`src/rtl/crc_serial_gen_pkg.sv`:
```
// Shared types and polynomial constants for the serial USB CRC generator/checker.
package crc_serial_pkg;

    typedef enum logic [1:0] {
        IDLE   = 2'd0,
        DATA   = 2'd1,
        APPEND = 2'd2
    } crc_state_e;

    localparam logic [4:0]  CRC5_POLY      = 5'b00101;
    localparam logic [4:0]  CRC5_INIT      = 5'b11111;
    localparam logic [4:0]  CRC5_RESIDUAL  = 5'b01100;

    localparam logic [15:0] CRC16_POLY     = 16'h8005;
    localparam logic [15:0] CRC16_INIT     = 16'hFFFF;
    localparam logic [15:0] CRC16_RESIDUAL = 16'h800D;

endpackage

```
`src/rtl/crc_serial_gen_if.sv`:
```
// Serial bit-path bundle between the packet serialiser (master) and the CRC block (slave).
interface crc_serial_gen_if #(
    parameter int WIDTH = 5
);
    logic             halt_tx;
    logic             cwe_z;
    logic             chck_enbl;
    logic             data_in;
    logic             data_out;
    logic             crc_done;
    logic             error;
    logic [WIDTH-1:0] crc_value;

    modport master (
        output halt_tx, cwe_z, chck_enbl, data_in,
        input  data_out, crc_done, error, crc_value
    );

    modport slave (
        input  halt_tx, cwe_z, chck_enbl, data_in,
        output data_out, crc_done, error, crc_value
    );
endinterface

```
`src/rtl/crc_serial_gen_lfsr.sv`:
```
// CRC shift register: load INIT, feedback update on one data bit, or plain shift-out.
module crc_serial_lfsr #(
    parameter int               WIDTH = 5,
    parameter logic [WIDTH-1:0] POLY  = 5'b00101,
    parameter logic [WIDTH-1:0] INIT  = 5'b11111
) (
    input  logic             clk_c,
    input  logic             reset,
    input  logic             en_i,
    input  logic             load_i,
    input  logic             shift_only_i,
    input  logic             data_i,
    output logic [WIDTH-1:0] crc_o
);

    logic [WIDTH-1:0] crc_q;
    logic [WIDTH-1:0] crc_d;
    logic             fb_s;

    // Next register value; load wins over update.
    always_comb begin
        fb_s  = data_i ^ crc_q[WIDTH-1];
        crc_d = crc_q;
        if (load_i) begin
            crc_d = INIT;
        end else if (en_i) begin
            if (shift_only_i) begin
                crc_d = {crc_q[WIDTH-2:0], 1'b0};
            end else begin
                crc_d = {crc_q[WIDTH-2:0], 1'b0} ^ (fb_s ? POLY : {WIDTH{1'b0}});
            end
        end else begin
            crc_d = crc_q;
        end
    end

    // CRC register with synchronous reset to INIT.
    always_ff @(posedge clk_c) begin
        if (reset) begin
            crc_q <= INIT;
        end else begin
            crc_q <= crc_d;
        end
    end

    assign crc_o = crc_q;

endmodule

```
`src/rtl/crc_serial_gen.sv`:
```
// Serial CRC generator/checker: passes data through while accumulating, then appends
// the inverted remainder MSB first; a strobe compares the register against the residual.
module crc_serial_gen
    import crc_serial_pkg::*;
#(
    parameter int               WIDTH    = 5,
    parameter logic [WIDTH-1:0] POLY     = CRC5_POLY,
    parameter logic [WIDTH-1:0] INIT     = {WIDTH{1'b1}},
    parameter logic [WIDTH-1:0] RESIDUAL = CRC5_RESIDUAL
) (
    input  logic             clk_c,
    input  logic             reset,
    crc_serial_gen_if.slave  bus
);

    localparam int             CW       = $clog2(WIDTH + 1);
    localparam logic [CW-1:0]  CNT_LAST = CW'(WIDTH - 1);

    crc_state_e       state_q, state_d;
    logic [CW-1:0]    cnt_q, cnt_d;
    logic             data_out_q, data_out_d;
    logic             done_q, done_d;
    logic             error_q, error_d;
    logic             lfsr_en_s, lfsr_load_s, lfsr_shift_s;
    logic [WIDTH-1:0] crc_s;

    crc_serial_lfsr #(
        .WIDTH (WIDTH),
        .POLY  (POLY),
        .INIT  (INIT)
    ) u_lfsr (
        .clk_c        (clk_c),
        .reset        (reset),
        .en_i         (lfsr_en_s),
        .load_i       (lfsr_load_s),
        .shift_only_i (lfsr_shift_s),
        .data_i       (bus.data_in),
        .crc_o        (crc_s)
    );

    // State and output registers.
    always_ff @(posedge clk_c) begin
        if (reset) begin
            state_q    <= IDLE;
            cnt_q      <= {CW{1'b0}};
            data_out_q <= 1'b0;
            done_q     <= 1'b0;
            error_q    <= 1'b0;
        end else begin
            state_q    <= state_d;
            cnt_q      <= cnt_d;
            data_out_q <= data_out_d;
            done_q     <= done_d;
            error_q    <= error_d;
        end
    end

    // Next-state logic; a stall freezes the FSM.
    always_comb begin
        state_d = state_q;
        if (bus.halt_tx) begin
            state_d = state_q;
        end else begin
            case (state_q)
                IDLE:    state_d = bus.cwe_z ? IDLE : DATA;
                DATA:    state_d = bus.cwe_z ? APPEND : DATA;
                APPEND: begin
                    if (!bus.cwe_z) begin
                        state_d = DATA;
                    end else if (cnt_q == CNT_LAST) begin
                        state_d = IDLE;
                    end else begin
                        state_d = APPEND;
                    end
                end
                default: state_d = IDLE;
            endcase
        end
    end

    // Datapath controls, serial output and check result.
    always_comb begin
        cnt_d        = cnt_q;
        data_out_d   = data_out_q;
        done_d       = 1'b0;
        error_d      = error_q;
        lfsr_en_s    = 1'b0;
        lfsr_load_s  = 1'b0;
        lfsr_shift_s = 1'b0;
        if (bus.halt_tx) begin
            cnt_d      = cnt_q;
            data_out_d = data_out_q;
        end else begin
            // Check sees the register before this edge's update.
            error_d = bus.chck_enbl ? (crc_s != RESIDUAL) : error_q;
            case (state_q)
                IDLE, DATA: begin
                    cnt_d = {CW{1'b0}};
                    if (bus.cwe_z) begin
                        data_out_d = 1'b0;
                    end else begin
                        data_out_d = bus.data_in;
                        lfsr_en_s  = 1'b1;
                    end
                end
                APPEND: begin
                    if (!bus.cwe_z) begin
                        data_out_d  = 1'b0;
                        cnt_d       = {CW{1'b0}};
                        lfsr_load_s = 1'b1;
                    end else if (cnt_q == CNT_LAST) begin
                        data_out_d  = ~crc_s[WIDTH-1];
                        cnt_d       = {CW{1'b0}};
                        done_d      = 1'b1;
                        lfsr_load_s = 1'b1;
                    end else begin
                        data_out_d   = ~crc_s[WIDTH-1];
                        cnt_d        = cnt_q + CW'(1);
                        lfsr_en_s    = 1'b1;
                        lfsr_shift_s = 1'b1;
                    end
                end
                default: begin
                    data_out_d  = 1'b0;
                    cnt_d       = {CW{1'b0}};
                    lfsr_load_s = 1'b1;
                end
            endcase
        end
    end

    assign bus.data_out  = data_out_q;
    assign bus.crc_done  = done_q;
    assign bus.error     = error_q;
    assign bus.crc_value = crc_s;

endmodule

```
`src/flat_wrapper.sv`:
```
// flat-port wrapper written by rule: the top's interface ports become plain ports
module crc_serial_gen_flat import crc_serial_pkg::*;
#(
    parameter int               WIDTH    = 5,
    parameter logic [WIDTH-1:0] POLY     = CRC5_POLY,
    parameter logic [WIDTH-1:0] INIT     = {WIDTH{1'b1}},
    parameter logic [WIDTH-1:0] RESIDUAL = CRC5_RESIDUAL
)
  (clk_c, reset, bus_halt_tx, bus_cwe_z, bus_chck_enbl, bus_data_in, bus_data_out, bus_crc_done, bus_error, bus_crc_value);
  crc_serial_gen_if #(.WIDTH(WIDTH)) bus_i ();
  input  logic clk_c;
  input  logic reset;
  input wire logic [$bits(bus_i.halt_tx)-1:0] bus_halt_tx;
  input wire logic [$bits(bus_i.cwe_z)-1:0] bus_cwe_z;
  input wire logic [$bits(bus_i.chck_enbl)-1:0] bus_chck_enbl;
  input wire logic [$bits(bus_i.data_in)-1:0] bus_data_in;
  output wire logic [$bits(bus_i.data_out)-1:0] bus_data_out;
  output wire logic [$bits(bus_i.crc_done)-1:0] bus_crc_done;
  output wire logic [$bits(bus_i.error)-1:0] bus_error;
  output wire logic [$bits(bus_i.crc_value)-1:0] bus_crc_value;
  assign bus_i.halt_tx = bus_halt_tx;
  assign bus_i.cwe_z = bus_cwe_z;
  assign bus_i.chck_enbl = bus_chck_enbl;
  assign bus_i.data_in = bus_data_in;
  assign bus_data_out = bus_i.data_out;
  assign bus_crc_done = bus_i.crc_done;
  assign bus_error = bus_i.error;
  assign bus_crc_value = bus_i.crc_value;
  crc_serial_gen #(.WIDTH(WIDTH), .POLY(POLY), .INIT(INIT), .RESIDUAL(RESIDUAL)) u_core (.clk_c(clk_c), .reset(reset), .bus(bus_i));
endmodule
```
`config.mk`:
```
export PLATFORM = sky130hd
export DESIGN_NAME = crc_serial_gen_flat
export DESIGN_NICKNAME = d
export VERILOG_FILES = /design/src/rtl/crc_serial_gen_pkg.sv /design/src/rtl/crc_serial_gen_if.sv /design/src/rtl/crc_serial_gen_lfsr.sv /design/src/rtl/crc_serial_gen.sv /design/src/flat_wrapper.sv
export SDC_FILE = /design/constraint.sdc
export NUM_CORES = 1
export LEC_CHECK = 0
export ABC_CLOCK_PERIOD_IN_PS = 4000
export BUFFER_PORTS_ARGS = -buffer_cell sky130_fd_sc_hd__buf_2
export CAP_MARGIN = 0
export CORE_AREA = 2 2 39 41
export CTS_CLUSTER_SIZE = 8
export DETAILED_ROUTE_END_ITERATION = 16
export DIE_AREA = 0 0 41 43
export GPL_TIMING_DRIVEN = 0
export PLACE_DENSITY = 0.8
export SLEW_MARGIN = 20
export SYNTH_ARGS = -nofsm -noshare
export SYNTH_HDL_FRONTEND = slang
export SYNTH_SLANG_ARGS = --single-unit
```
`constraint.sdc`:
```
create_clock -name clk_c -period 4 [get_ports clk_c]
set_clock_uncertainty 0.1 [all_clocks]
set_input_delay 0.4 -clock clk_c [delete_from_list [all_inputs] [get_ports clk_c]]
set_output_delay 0.4 -clock clk_c [all_outputs]
set_load 0.05 [all_outputs]
```
**Word-level counts from Yosys, hierarchy flattened**

Index checks and enable logic that the tools add are counted.

- Multiplexer cells: 24
- Add/subtract/negate cells: 1
- Equality and inequality tests: 4
- Bitwise operators: 6
- Reduce and logical (&&, ||, !) cells: 5

Operators with widths:

| cell | count |
|---|---|
| two-way mux 1 bit | 12 |
| two-way mux 3 bit | 4 |
| two-way mux 2 bit | 3 |
| one-hot mux 1 bit (2 select lines) | 3 |
| one-hot mux 2 bit (3 select lines) | 1 |
| two-way mux 5 bit | 1 |
| inequality test 5 x 4 -> 1 bit, second input constant | 1 |
| XOR 5 x 3 -> 5 bit | 1 |
| inverter 1 bit | 4 |
| OR reduction 2 bit | 2 |
| OR reduction 4 bit | 1 |
| adder 3 x 1 -> 3 bit, second input constant | 1 |
| equality test 3 bit, second input constant | 1 |
| equality test 2 x 1 -> 1 bit, second input constant | 1 |
| equality test 2 bit, second input constant | 1 |
| zero test 2 bit | 1 |
| AND reduction 2 bit | 1 |
| XOR 1 bit | 1 |

- Input port bits: 6
- Register bits after elaboration: 13
- Word-level logic and storage cells: 46
- Output and inout bits: 8

**Logic depth before layout (Yosys ltp)**

Gate-level depths: netlist of run 1.

- Word-level depth: 6
- Depth in mapped cells: 6
- Mapped depth without buffers: 6

**By module**

Synthesis of run 1 repeated with hierarchy kept, for this count alone.

- Cells, all modules: 74
- Area total of the unflattened synthesis: 624.3 µm²

By module, submodules not included:

| module | cells an instance | seq. area each (µm²) | times used | area an instance (µm²) |
|---|---|---|---|---|
| crc_serial_gen | 51 | 160.2 | 1 | 412.9 |
| crc_serial_lfsr | 23 | 100.1 | 1 | 211.5 |

**Least setup slack after synthesis of run 1**

No wires, ideal clock.

- Kind: reg2reg
- From: register u_core.u_lfsr.crc_q[4] (netlist: u_core.u_lfsr.crc_o[4])
- To: register u_core.u_lfsr.crc_q[2] (netlist: u_core.u_lfsr.crc_o[2])
- Data arrival time: 1.304 ns
- Setup slack: 2.527 ns
- Path buffers: 0
- Setup time: 0.069 ns
- Stages on the path, launching flop included: 5
- Path through: dfxtp_1 > xnor2_1 > nor2b_1 > o31a_1 > o21ai_1

- Word-level cells in the longest chain between the ends: 4

Ends and longest elaborated chain:

| element | line | source |
|---|---|---|
| start, declared | crc_serial_gen_lfsr.sv:16 | `logic [WIDTH-1:0] crc_q;` |
| start signal, assigned | crc_serial_gen_lfsr.sv:42 | `crc_q <= crc_d;` |
| XOR 1 bit | crc_serial_gen_lfsr.sv:22 | `fb_s = data_i ^ crc_q[WIDTH-1];` |
| two-way mux 3 bit | crc_serial_gen_lfsr.sv:30 | `crc_d = {crc_q[WIDTH-2:0], 1'b0} ^ (fb_s ? POLY : {WIDTH{1'b0}});` |
| XOR 5 x 3 -> 5 bit | crc_serial_gen_lfsr.sv:30 |  |
| two-way mux 5 bit | crc_serial_gen_lfsr.sv:27 | `if (shift_only_i) begin` |

No other way between the ends.
A chain may end at the register's enable or synchronous reset.

**Worst setup path in the final report of run 1**

- From: register u_core.cnt_q[0]
- To: register u_core.u_lfsr.crc_q[2] (netlist: u_core.u_lfsr.crc_o[2])

- Word-level cells in the longest chain between the ends: 6
- Elaborated cells on any way between the ends: 13
- Those cells by class: eq/ne (1); mux (11); reduce/logical (1)

Ends and longest elaborated chain:

| element | line | source |
|---|---|---|
| start, declared | crc_serial_gen.sv:20 | `logic [CW-1:0] cnt_q, cnt_d;` |
| start signal, assigned | crc_serial_gen.sv:45 | `cnt_q <= {CW{1'b0}};` |
| start signal, assigned | crc_serial_gen.sv:51 | `cnt_q <= cnt_d;` |
| equality test 3 bit * | crc_serial_gen.sv:111 | `end else if (cnt_q == CNT_LAST) begin` |
| two-way mux 1 bit | crc_serial_gen.sv:111 |  |
| two-way mux 1 bit | crc_serial_gen.sv:107 | `if (!bus.cwe_z) begin` |
| one-hot mux 1 bit (2 select lines) / two-way mux 1 bit (equally long branches) | crc_serial_gen.sv:96 | `case (state_q)` |
| two-way mux 1 bit | crc_serial_gen.sv:90 | `if (bus.halt_tx) begin` |
| OR reduction 2 bit (no source line) / two-way mux 5 bit (equally long branches) | -- |  |

Mark *: on every way between the ends. The rest lies on a longest branch, timed or not.

==> key figures, run 1 <==
STA
  • Tightest Pin Transition: 0.502 ns
  • Final hold violation count: 0
  • Fin Setup TNS: 0 ns
  • Final Cycle Share: 41.7%
  • Clock period minus final worst setup slack: 1.67 ns
  • Highest clock rate: 600 MHz
  • Final Setup Violations: 0
  • Final Max Slew Viols: 0
  • RSZ-0062 raised after global routing: false
  • Slew HR: 66.5%

Route
  • DRC Markers: 0
  • TritonRoute pass-1 iters: 4
  • Final wirelength: 1240 um
  • Final ANT Viol Nets: 0
  • Initial DRC count: 15
  • DR vias: 576
  • Via density: 5.59
  • DR WL/cell: 12.0 um

Worst setup path
  • Buf+Inv Stages, Crit Path: 1
  • CP top delay family: simple AND/OR/NAND/NOR gates
  • Worst endpoint data arrival time: 1.73 ns
  • CP max stage cell: nor3b_1
  • Crit path required time: 4.06 ns
  • Crit path kind: flop to flop
  • Worst path cell trace: inv_1 > ha_1 > nand2_1 > nor3b_1 > o31a_1 > o21ai_1
  • R2r startpoint: u_core.cnt_q[0]$_SDFFE_PP0N_
  • Crit end category: flop
  • Crit-path max FO: 4
  • Reg-to-reg critical path endpoint: u_core.u_lfsr.crc_o[2]$_SDFFE_PP1P_
  • Worst path max stage delay: 0.46 ns
  • Worst reg2reg path depth: 6
  • Worst setup SP type: flop
  • Reg2reg setup slack: 2.33 ns
  • Crit. path cell count: 6

Die
  • Height of the chip: 43 um
  • Die W: 41 um
  • Boundary Pins: 14
  • Starting density of the core: 44.0%
  • Core Rows: 14
  • Core area: 1380 um^2
  • Die Footprint: 1760 um^2

CTS
  • Hold Buf Count CTS: 0
  • Clock sinks: 13
  • H-tree Lvls: 1
  • Total clock buffers created by CTS: 3
  • Root Buffer: clkbuf_4
  • # resized after CTS: 0
  • Post-CTS setup buffer count: 0
  • CTS tree: built
  • Clk Latency, worst-skew pair: 0.28 ns
  • Clk slew on worst S/H paths: 0.08 ns
  • Max clock buf depth: 2

Cells and area
  • Synth-to-layout area growth: 17.5%
  • Filler cell count: 136
  • Share of post-route cells with drive strength above 1: 18.4%
  • Commonest non-fill, non-tap cell in the layout: dfxtp_1
  • Diode count: 0
  • Commonest non-fill, non-tap cells in the layout: dfxtp_1, buf_2, nor2_1, inv_1, o21ai_0
  • Final instance area: 716 um^2
  • Nets: 96

Synthesis
  • Mean Syn Cell Area: 8.58 um^2
  • Sequential area share after synthesis: 42.7%
  • YS warnings: 0
  • Post-synth cell types: 28
  • Syn Nets: 79
  • Cells after Synth: 71
  • Yosys reg bits: 13
  • Mapped cell area: 609 um^2

Job
  • Max_cap viols: 0

GRT
  • Largest net degree at the start of global routing: 11
  • Overall Global Routing Usage: 17.2%
  • First-pass GRT wire length: 1980 um
  • Vias in the first global route: 490
  • Initial antenna violation count: 0
  • Total grt overflow: 0

Min path
  • Worst hold stages: 3
  • Sink of the worst hold path: u_core.bus.crc_done$_SDFF_PP0_
  • Min-delay worst type: input port to flop
  • Min-delay src: bus_cwe_z

Place
  • Placement Cell Area: 689 um^2
  • Buffers added on ports: 12
  • Hpwl dp: 921 um
  • Routability cong.: 0.754

Power and ir drop
  • Maximum VDD drop: 0.000212 V
  • Pwr/cell area: 380 nW/um^2
  • Pleak: 0.298 nW

Status
  • Status: complete, no violations
==> area by class of cell <==
type                            instances  area, um^2  area share [%]
Buffer                                  3        11.3            1.57
Multi-Input combinational cell         49         315            44.1
Sequential cell                        13         260            36.4
Clock buffer                            4        26.3            3.67
Tap cell                               16        20.0            2.80
Inverter                                6        22.5            3.15
Timing Repair Buffer                   12        60.1            8.39
==> kinds of logic after synthesis <==
group | share of synthesized area [%]
xor gates and xnor gates | 1.44
DFF | 42.7
AOI/OAI and AO/OA | 23.4
buffers and inverters | 5.54
and+or+nand+nor | 21.2
adders and majority gates | 4.11
muxes | 1.64
==> worst max path at each step <==
| stage | end | slack (ns) | from |
|---|---|---|---|
| floorplan | u_core.u_lfsr.crc_o[2]$_SDFFE_PP1P_ | 2.53 | u_core.u_lfsr.crc_o[4]$_SDFFE_PP1P_ |
| global placement | u_core.u_lfsr.crc_o[3]$_SDFFE_PP1P_ | 2.35 | bus_halt_tx |
| detailed placement | u_core.u_lfsr.crc_o[1]$_SDFFE_PP1P_ | 2.28 | bus_halt_tx |
| CTS | u_core.u_lfsr.crc_o[2]$_SDFFE_PP1P_ | 2.32 | u_core.cnt_q[0]$_SDFFE_PP0N_ |
| global route | u_core.u_lfsr.crc_o[2]$_SDFFE_PP1P_ | 2.18 | u_core.cnt_q[0]$_SDFFE_PP0N_ |
| finish | u_core.u_lfsr.crc_o[2]$_SDFFE_PP1P_ | 2.33 | u_core.cnt_q[0]$_SDFFE_PP0N_ |
==> Yosys cell counts, drive strengths merged <==
cell / number / area (um^2)
dfxtp: 13 / 260
nor2: 7 / 26.3
o21ai: 7 / 35.0
inv: 6 / 22.5
nor2b: 4 / 25.0
a21oi: 3 / 15.0
a31oi: 3 / 18.8
nor3: 3 / 15.0
o311ai: 3 / 26.3
clkbuf: 2 / 7.51
ha: 2 / 25.0
nand2: 2 / 7.51
nor4: 2 / 12.5
a211oi: 1 / 7.51
a221oi: 1 / 8.76
a22oi: 1 / 7.51
buf: 1 / 3.75
mux2i: 1 / 10.0
nand3b: 1 / 11.3
nor3b: 1 / 7.51
o211ai: 1 / 7.51
o21bai: 1 / 7.51
o31a: 1 / 8.76
or2b: 1 / 7.51
or3: 1 / 6.26
or4b: 1 / 10.0
xnor2: 1 / 8.76
==> through the flow <==
stage | total power [mW] | utilization (%) | hold slack [ns] | instances | setup WS, ns
after detailed placement | 0.194 | 49.8 | 0.384 | 99 | 2.28
after CTS | 0.276 | 51.7 | 0.353 | 103 | 2.32
after global placement | 0.193 | 49.8 | 0.369 | 99 | 2.35
final | 0.272 | 51.7 | 0.359 | 103 | 2.33
after floorplan | 0.181 | - | 0.358 | 71 | 2.53
after global routing | 0.286 | 51.7 | 0.367 | 103 | 2.18
==> worst reg2reg max path, cell delays in order, from the launching register on <==
cell,delay (ns)
dfxtp_1,0.34
inv_1,0.07
ha_1,0.21
nand2_1,0.12
nor3b_1,0.46
o31a_1,0.20
o21ai_1,0.05
==> registers in the layout, summed over array words and instances, names as in the netlist <==
signal,flops
u_core.bus.crc_done,1
u_core.cnt_q,3
u_core.bus.error,1
u_core.state_q,2
u_core.bus.data_out,1
u_core.u_lfsr.crc_o,5
==> routing by layer <==
layer  wire length (um)  track usage (%)  vias to the layer above
met5                  0                0                        -
met3                 65             6.28                        5
li1                   -                -                      288
met4                 42             12.0                        0
met2                602             26.6                       18
met1                528             18.2                      265
==> power by group <==
group	internal (mW)	switching (mW)
Sequential	0.135	0.00488
Combinational	0.0145	0.0358
Clock	0.0387	0.0429
Power figures use the tool's default switching activity.
==> run 2: changes to the inputs <==
--- a/config.mk
+++ b/config.mk
@@ -5,15 +5,14 @@
 export SDC_FILE = /design/constraint.sdc
 export NUM_CORES = 1
 export LEC_CHECK = 0
-export ABC_CLOCK_PERIOD_IN_PS = 4000
+export ABC_CLOCK_PERIOD_IN_PS = 1400
 export BUFFER_PORTS_ARGS = -buffer_cell sky130_fd_sc_hd__buf_2
 export CAP_MARGIN = 0
-export CORE_AREA = 2 2 39 41
+export CORE_UTILIZATION = 44
 export CTS_CLUSTER_SIZE = 8
 export DETAILED_ROUTE_END_ITERATION = 16
-export DIE_AREA = 0 0 41 43
 export GPL_TIMING_DRIVEN = 0
-export PLACE_DENSITY = 0.8
+export PLACE_DENSITY = 0.81
 export SLEW_MARGIN = 20
 export SYNTH_ARGS = -nofsm -noshare
 export SYNTH_HDL_FRONTEND = slang
==> constraint.sdc (replaced) <==
create_clock -name clk_c -period 1.4 [get_ports clk_c]
set_clock_uncertainty 0.1 [all_clocks]
set_input_delay 0.14 -clock clk_c [delete_from_list [all_inputs] [get_ports clk_c]]
set_output_delay 0.14 -clock clk_c [all_outputs]
set_load 0.05 [all_outputs]
==> run 2 against run 1 <==
Total power rose to 2.9 times the previous value. Global-route usage rose by 2.1 points. Routed wire length rose by 9.2%. Worst setup slack got worse by 2.3 ns. Worst hold slack got worse by 0.25 ns. Flip-flop and latch count did not move. Critical path depth fell by 3. Highest routed layer unchanged.
==> key figures, run 2 (synthesized netlist as in run 1, its figures left out) <==
Cells and area
  • Util after Layout: 61.9% (+10 points)
  • Storage cell area: 272 um^2 (+4.3%)
  • Nets: 97 (+1.0%)
  • Non-filler cells, final: 103 (unchanged)
  • Synth-to-layout area growth: 32.2%
  • Share of post-route cells with drive strength above 1: 37.5% (+19 points)
  • Filler cell count: 106 (-22%)
  • Commonest non-fill, non-tap cell in the layout: buf_2
  • Diode count: 0 (unchanged)
  • Multi-input logic area: 388 um^2 (+23%)
  • Largest register FFs: 5 (unchanged)
  • Commonest non-fill, non-tap cells in the layout: buf_2, dfxtp_1, nor2_1, o21ai_0, inv_1

Route
  • DR vias: 594 (+3.1%)
  • DR WL/cell: 13.1 um (+9.2%)
  • Final wirelength: 1350 um (+9.2%)
  • TritonRoute pass-1 iters: 4 (unchanged)
  • DRC Markers: 0 (unchanged)
  • Initial DRC count: 10 (-5)
  • Via density: 5.77 (+3.1%)
  • Final ANT Viol Nets: 0 (unchanged)

Worst setup path
  • Worst endpoint data arrival time: 1.45 ns (-0.28 ns)
  • Worst path max stage delay: 0.50 ns (+0.04 ns)
  • Crit path required time: 1.51 ns (-2.55 ns)
  • CP top delay family: simple AND/OR/NAND/NOR gates
  • Worst path cell trace: nand3b_4 > or4b_1 > a21oi_1
  • Crit end category: flop
  • Worst setup SP type: flop
  • CP max stage cell: or4b_1
  • Crit-path max FO: 5 (+1)
  • Crit path kind: flop to flop
  • Buf+Inv Stages, Crit Path: 0 (-1)

Die
  • Die Footprint: 1540 um^2 (-13%)
  • Core area: 1300 um^2 (-6.0%)
  • Starting density of the core: 46.8% (+2.8 points)
  • Boundary Pins: 14 (unchanged)
  • Height of the chip: 39.2 um (-8.8%)
  • Die W: 39.2 um (-4.4%)
  • Core Rows: 13 (-1)

GRT
  • Initial antenna violation count: 0 (unchanged)
  • Total grt overflow: 0 (unchanged)
  • Overall Global Routing Usage: 19.3% (+2.1 points)
  • First-pass GRT wire length: 1890 um (-4.5%)
  • Vias in the first global route: 469 (-4.3%)
  • Largest net degree at the start of global routing: 11 (unchanged)

CTS
  • Clk slew on worst S/H paths: 0.08 ns (about the same)
  • CTS tree: built
  • Max clock buf depth: 2 (unchanged)
  • Clock sinks: 13 (unchanged)
  • Root Buffer: clkbuf_4
  • Total clock buffers created by CTS: 3 (unchanged)
  • Clk Latency, worst-skew pair: 0.28 ns (about the same)
  • H-tree Lvls: 1 (unchanged)

Min path
  • Min-delay worst type: input port to flop

Power and ir drop
  • Reg power frac: 50.8% (-0.8 points)
  • Pleak: 0.333 nW (+12%)
  • Combinational Power Share: 20.0% (+1.5 points)
  • Sw Pwr: 247 uW (+200%)
  • Clk pwr share: 29.2% (-0.8 points)
  • Internal power: 544 uW (+190%)
  • Total Power: 791 uW (+190%)
  • Sw Ratio: 31.2% (+0.50 points)
  • Pwr/cell area: 981 nW/um^2 (+160%)
  • Maximum VDD drop: 0.000593 V (+180%)

Job
  • Max_cap viols: 0 (unchanged)

STA
  • Final hold violation count: 0 (unchanged)
  • Final Setup Violations: 0 (unchanged)
  • Final Cycle Share: 96.2% (+55 points)
  • Slew HR: 68.7% (+2.2 points)
  • Highest clock rate: 742 MHz (+24%)
  • Clock period minus final worst setup slack: 1.35 ns (-0.320 ns)
  • Final Max Slew Viols: 0 (unchanged)
  • Tightest Pin Transition: 0.470 ns (-0.0325 ns)
  • Worst hold slack: 0.106 ns (-0.253 ns)

Status
  • Status: complete, no violations

Place
  • Routability cong.: 0.757 (+0.46%)
  • Placed insts: 98 (-1.0%)
  • Hpwl dp: 882 um (-4.2%)
  • Buffers added on ports: 12 (unchanged)
==> run 2: changes by cell type in the layout (fill, tap and decap cells not counted), moves of 2 or more <==
cell / before / now
dfxtp_1: 13 / 8
dfxtp_2: 0 / 3
inv_2: 0 / 2
dfxtp_4: 0 / 2
inv_1: 6 / 4
==> run 2: power groups by stage <==
stage	Clock (mW)	Combinational (mW)	Sequential, mW
CTS	0.240	0.154	0.403
floorplan	0	0.0571	0.461
finish	0.231	0.158	0.401
detailed placement	0	0.144	0.410
global route	0.261	0.170	0.404
global placement	0	0.142	0.409
==> run 2: final cells by class <==
cell class,instances,area share [%]
tap,15,2.33
clock buffer,4,3.26
timing repair buffer,13,8.39
multi-input combinational,49,48.1
inverter,6,2.80
sequential,13,33.7
buffer,3,1.40
==> run 2: metrics by stage <==
stage          TNS (ns)  area (um^2)  worst slack (ns)
2_1_floorplan         0          616            0.0572
3_3_place_gp     -0.301          694           -0.0743
3_5_place_dp     -0.455          694            -0.123
4_1_cts               0          778           0.00102
5_1_grt         -0.0102          806          -0.00527
6_report              0          806            0.0531
==> run 2: routing by layer <==
layer  GRT usage, %  vias up  wire, um
met1           22.7      278       637
met3           1.73        4        51
met4           19.8        0        46
met5              0        -         0
met2           29.2       17       616
li1               -      295         -
==> run 2: repair_timing <==
| item | CTS | global route |
|---|---|---|
| gates resized for setup | 11 | 11 |
| hold endpoints to repair | 0 | 0 |
| endpoints found under the setup margin | 7 | 8 |
| hold buffers | 0 | 0 |
| setup buffers | 1 | 0 |
| pin swaps | 3 | 4 |
==> run 2: path summary, 6_finish.rpt <==
check                                                 startpoint                               end  cells after the start  slack, ns
worst max register to register    u_core.state_q[0]$_SDFFE_PP0N_      u_core.cnt_q[2]$_SDFFE_PP0N_                      3       0.05
worst min register to register  u_core.bus.data_out$_SDFFE_PP0N_  u_core.bus.data_out$_SDFFE_PP0N_                      2       0.40
worst min-delay path                                   bus_cwe_z    u_core.bus.crc_done$_SDFF_PP0_                      3       0.11
worst max-delay path              u_core.state_q[0]$_SDFFE_PP0N_      u_core.cnt_q[2]$_SDFFE_PP0N_                      3       0.05
==> run 2: worst reg2reg max path, stage by stage (launching register included) <==
cell,delay [ns]
dfxtp_4,0.36
nand3b_4,0.18
or4b_1,0.50
a21oi_1,0.13
==> run 3: changes to the inputs <==
--- a/config.mk
+++ b/config.mk
@@ -12,7 +12,7 @@
 export CTS_CLUSTER_SIZE = 8
 export DETAILED_ROUTE_END_ITERATION = 16
 export GPL_TIMING_DRIVEN = 0
-export PLACE_DENSITY = 0.81
+export PLACE_DENSITY = 0.78
 export SLEW_MARGIN = 20
 export SYNTH_ARGS = -nofsm -noshare
 export SYNTH_HDL_FRONTEND = slang
==> run 3 against run 2 <==
First-iteration DRC count down 10%. Cell area up 0.31%. Total power up 1.1%. Sequential share of layout area down 0.41 points. Count of clock-buffer cells in the layout unchanged. Critical path depth up 1. Combinational power up 4%. Cell count down 0.97%. Die area unchanged. Sequential power about the same. Core utilization up 0.19 points. Critical endpoint is now u_core.u_lfsr.crc_o[2]$_SDFFE_PP1P_.
==> key figures, run 3 (synthesized netlist as in run 1, its figures left out) <==
Worst setup path
  • Crit end category: flop
  • Worst setup SP type: flop
  • Worst endpoint data arrival time: 1.43 ns (-0.02 ns)
  • Crit path kind: flop to flop
  • Crit path required time: 1.47 ns (-0.04 ns)
  • Worst reg2reg path depth: 4 (+1)
  • Crit-path max FO: 8 (+3)

Route
  • TritonRoute pass-1 iters: 4 (unchanged)
  • Final ANT Viol Nets: 0 (unchanged)
  • Final wirelength: 1350 um (-0.22%)
  • Initial DRC count: 9 (-1)
  • Via density: 5.90 (+2.3%)
  • DR WL/cell: 13.2 um (+0.76%)
  • DR vias: 602 (+1.3%)
  • DRC Markers: 0 (unchanged)

Cells and area
  • Filler cell count: 117 (+10%)
  • Nets: 96 (-1.0%)
  • Largest register FFs: 5 (unchanged)
  • Non-filler cells, final: 102 (-0.97%)
  • Commonest non-fill, non-tap cells in the layout: buf_2, dfxtp_1, nor2_1
  • Diode count: 0 (unchanged)
  • Util after Layout: 62.1% (+0.19 points)
  • Synth-to-layout area growth: 32.6%
  • Commonest non-fill, non-tap cell in the layout: buf_2
  • Share of post-route cells with drive strength above 1: 37.9% (+0.43 points)

Place
  • Routability cong.: 0.709 (-6.3%)
  • Place WS: -0.112 ns (+0.0110 ns)
  • Hpwl dp: 898 um (+1.7%)
  • Placed insts: 98 (unchanged)
  • Buffers added on ports: 12 (unchanged)

STA
  • Highest clock rate: 736 MHz (-0.89%)
  • Clock period minus final worst setup slack: 1.36 ns (+0.0120 ns)
  • Fin Setup TNS: 0 ns (unchanged)
  • Final Cycle Share: 97.1% (+0.86 points)
  • Final Max Slew Viols: 0 (unchanged)
  • Final Setup Violations: 0 (unchanged)
  • Setup WS post-layout: 0.0411 ns (-0.0120 ns)
  • Tightest Pin Transition: 0.513 ns (+0.0436 ns)
  • Slew HR: 65.8% (-2.9 points)
  • Final hold violation count: 0 (unchanged)

GRT
  • Initial antenna violation count: 0 (unchanged)
  • First-pass GRT wire length: 1790 um (-5.4%)
  • Vias in the first global route: 442 (-5.8%)
  • Total grt overflow: 0 (unchanged)
  • Largest net degree at the start of global routing: 11 (unchanged)
  • Overall Global Routing Usage: 18.2% (-1.1 points)

Die
  • Boundary Pins: 14 (unchanged)
  • Core Rows: 13 (unchanged)
  • Die Footprint: 1540 um^2 (unchanged)
  • Starting density of the core: 46.8% (unchanged)
  • Core area: 1300 um^2 (unchanged)
  • Height of the chip: 39.2 um (unchanged)
  • Die W: 39.2 um (unchanged)

CTS
  • Clk slew on worst S/H paths: 0.08 ns (about the same)
  • Root Buffer: clkbuf_4
  • Total clock buffers created by CTS: 3 (unchanged)
  • Clock sinks: 13 (unchanged)
  • Max clock buf depth: 2 (unchanged)
  • CTS tree: built
  • Clk Latency, worst-skew pair: 0.27 ns (about the same)
  • H-tree Lvls: 1 (unchanged)

Min path
  • Min-delay worst type: input port to flop
  • Worst hold stages: 3 (unchanged)

Power and ir drop
  • Total Power: 799 uW (+1.1%)
  • Pwr/cell area: 989 nW/um^2 (+0.76%)
  • Pleak: 0.332 nW (-0.38%)
  • Maximum VDD drop: 0.000511 V (-14%)

Job
  • Max_cap viols: 0 (unchanged)

Status
  • Status: complete, no violations
## run 3: final timing paths
path | startpoint | end | slack [ns]
worst max-delay path | u_core.state_q[1]$_SDFFE_PP0N_ | u_core.u_lfsr.crc_o[2]$_SDFFE_PP1P_ | 0.04
worst min register to register | u_core.bus.data_out$_SDFFE_PP0N_ | u_core.bus.data_out$_SDFFE_PP0N_ | 0.40
worst max register to register | u_core.state_q[1]$_SDFFE_PP0N_ | u_core.u_lfsr.crc_o[2]$_SDFFE_PP1P_ | 0.04
worst min-delay path | bus_data_in | u_core.bus.data_out$_SDFFE_PP0N_ | 0.1
## run 3: per-layer routing
| layer | share of wire, % | track usage (%) | wire (um) | vias up |
|---|---|---|---|---|
| met5 | 0 | 0 | 0 | - |
| met4 | 1.6 | 15.5 | 21 | 0 |
| met3 | 4.0 | 3.47 | 54 | 4 |
| met2 | 47 | 26.3 | 636 | 16 |
| met1 | 47 | 22.7 | 636 | 289 |
| li1 | - | - | - | 293 |
## run 3: layout make-up
class | count | area, um^2 | area share [%]
plain buffers | 3 | 11.3 | 1.39
repair buffers | 12 | 60.1 | 7.43
multi-input cells | 49 | 400 | 49.5
inverters | 6 | 22.5 | 2.79
flip-flops and latches | 13 | 269 | 33.3
clock buffers | 4 | 26.3 | 3.25
well taps | 15 | 18.8 | 2.32
## run 3: where the power goes
group / switching, mW / internal, mW / total [mW] / leakage, nW
clock network: 0.121 / 0.110 / 0.231 / 0.0150
logic: 0.115 / 0.0502 / 0.165 / 0.209
registers: 0.0159 / 0.387 / 0.403 / 0.108
total: 0.252 / 0.547 / 0.799 / 0.332
## run 3: what timing repair did
| action | 4_1_cts | 5_1_grt |
|---|---|---|
| setup buffers | 0 | 0 |
| hold buffers | 0 | 0 |
| endpoints found under the setup margin | 8 | 8 |
| gates resized for setup | 10 | 17 |
| pin swaps | 1 | 5 |
## run 3: metrics by stage
step,area (um^2),hold slack [ns]
after global placement,694,0.368
after floorplan,616,0.221
after global routing,808,0.110
after detailed placement,694,0.385
after CTS,756,0.0977
final,808,0.0951
## run 3: critical path, stage by stage, from the launching register on
cell     delay, ns
dfxtp_4       0.39
or3_4         0.42
o21ai_2       0.15
o31a_1        0.14
o21ai_1       0.05
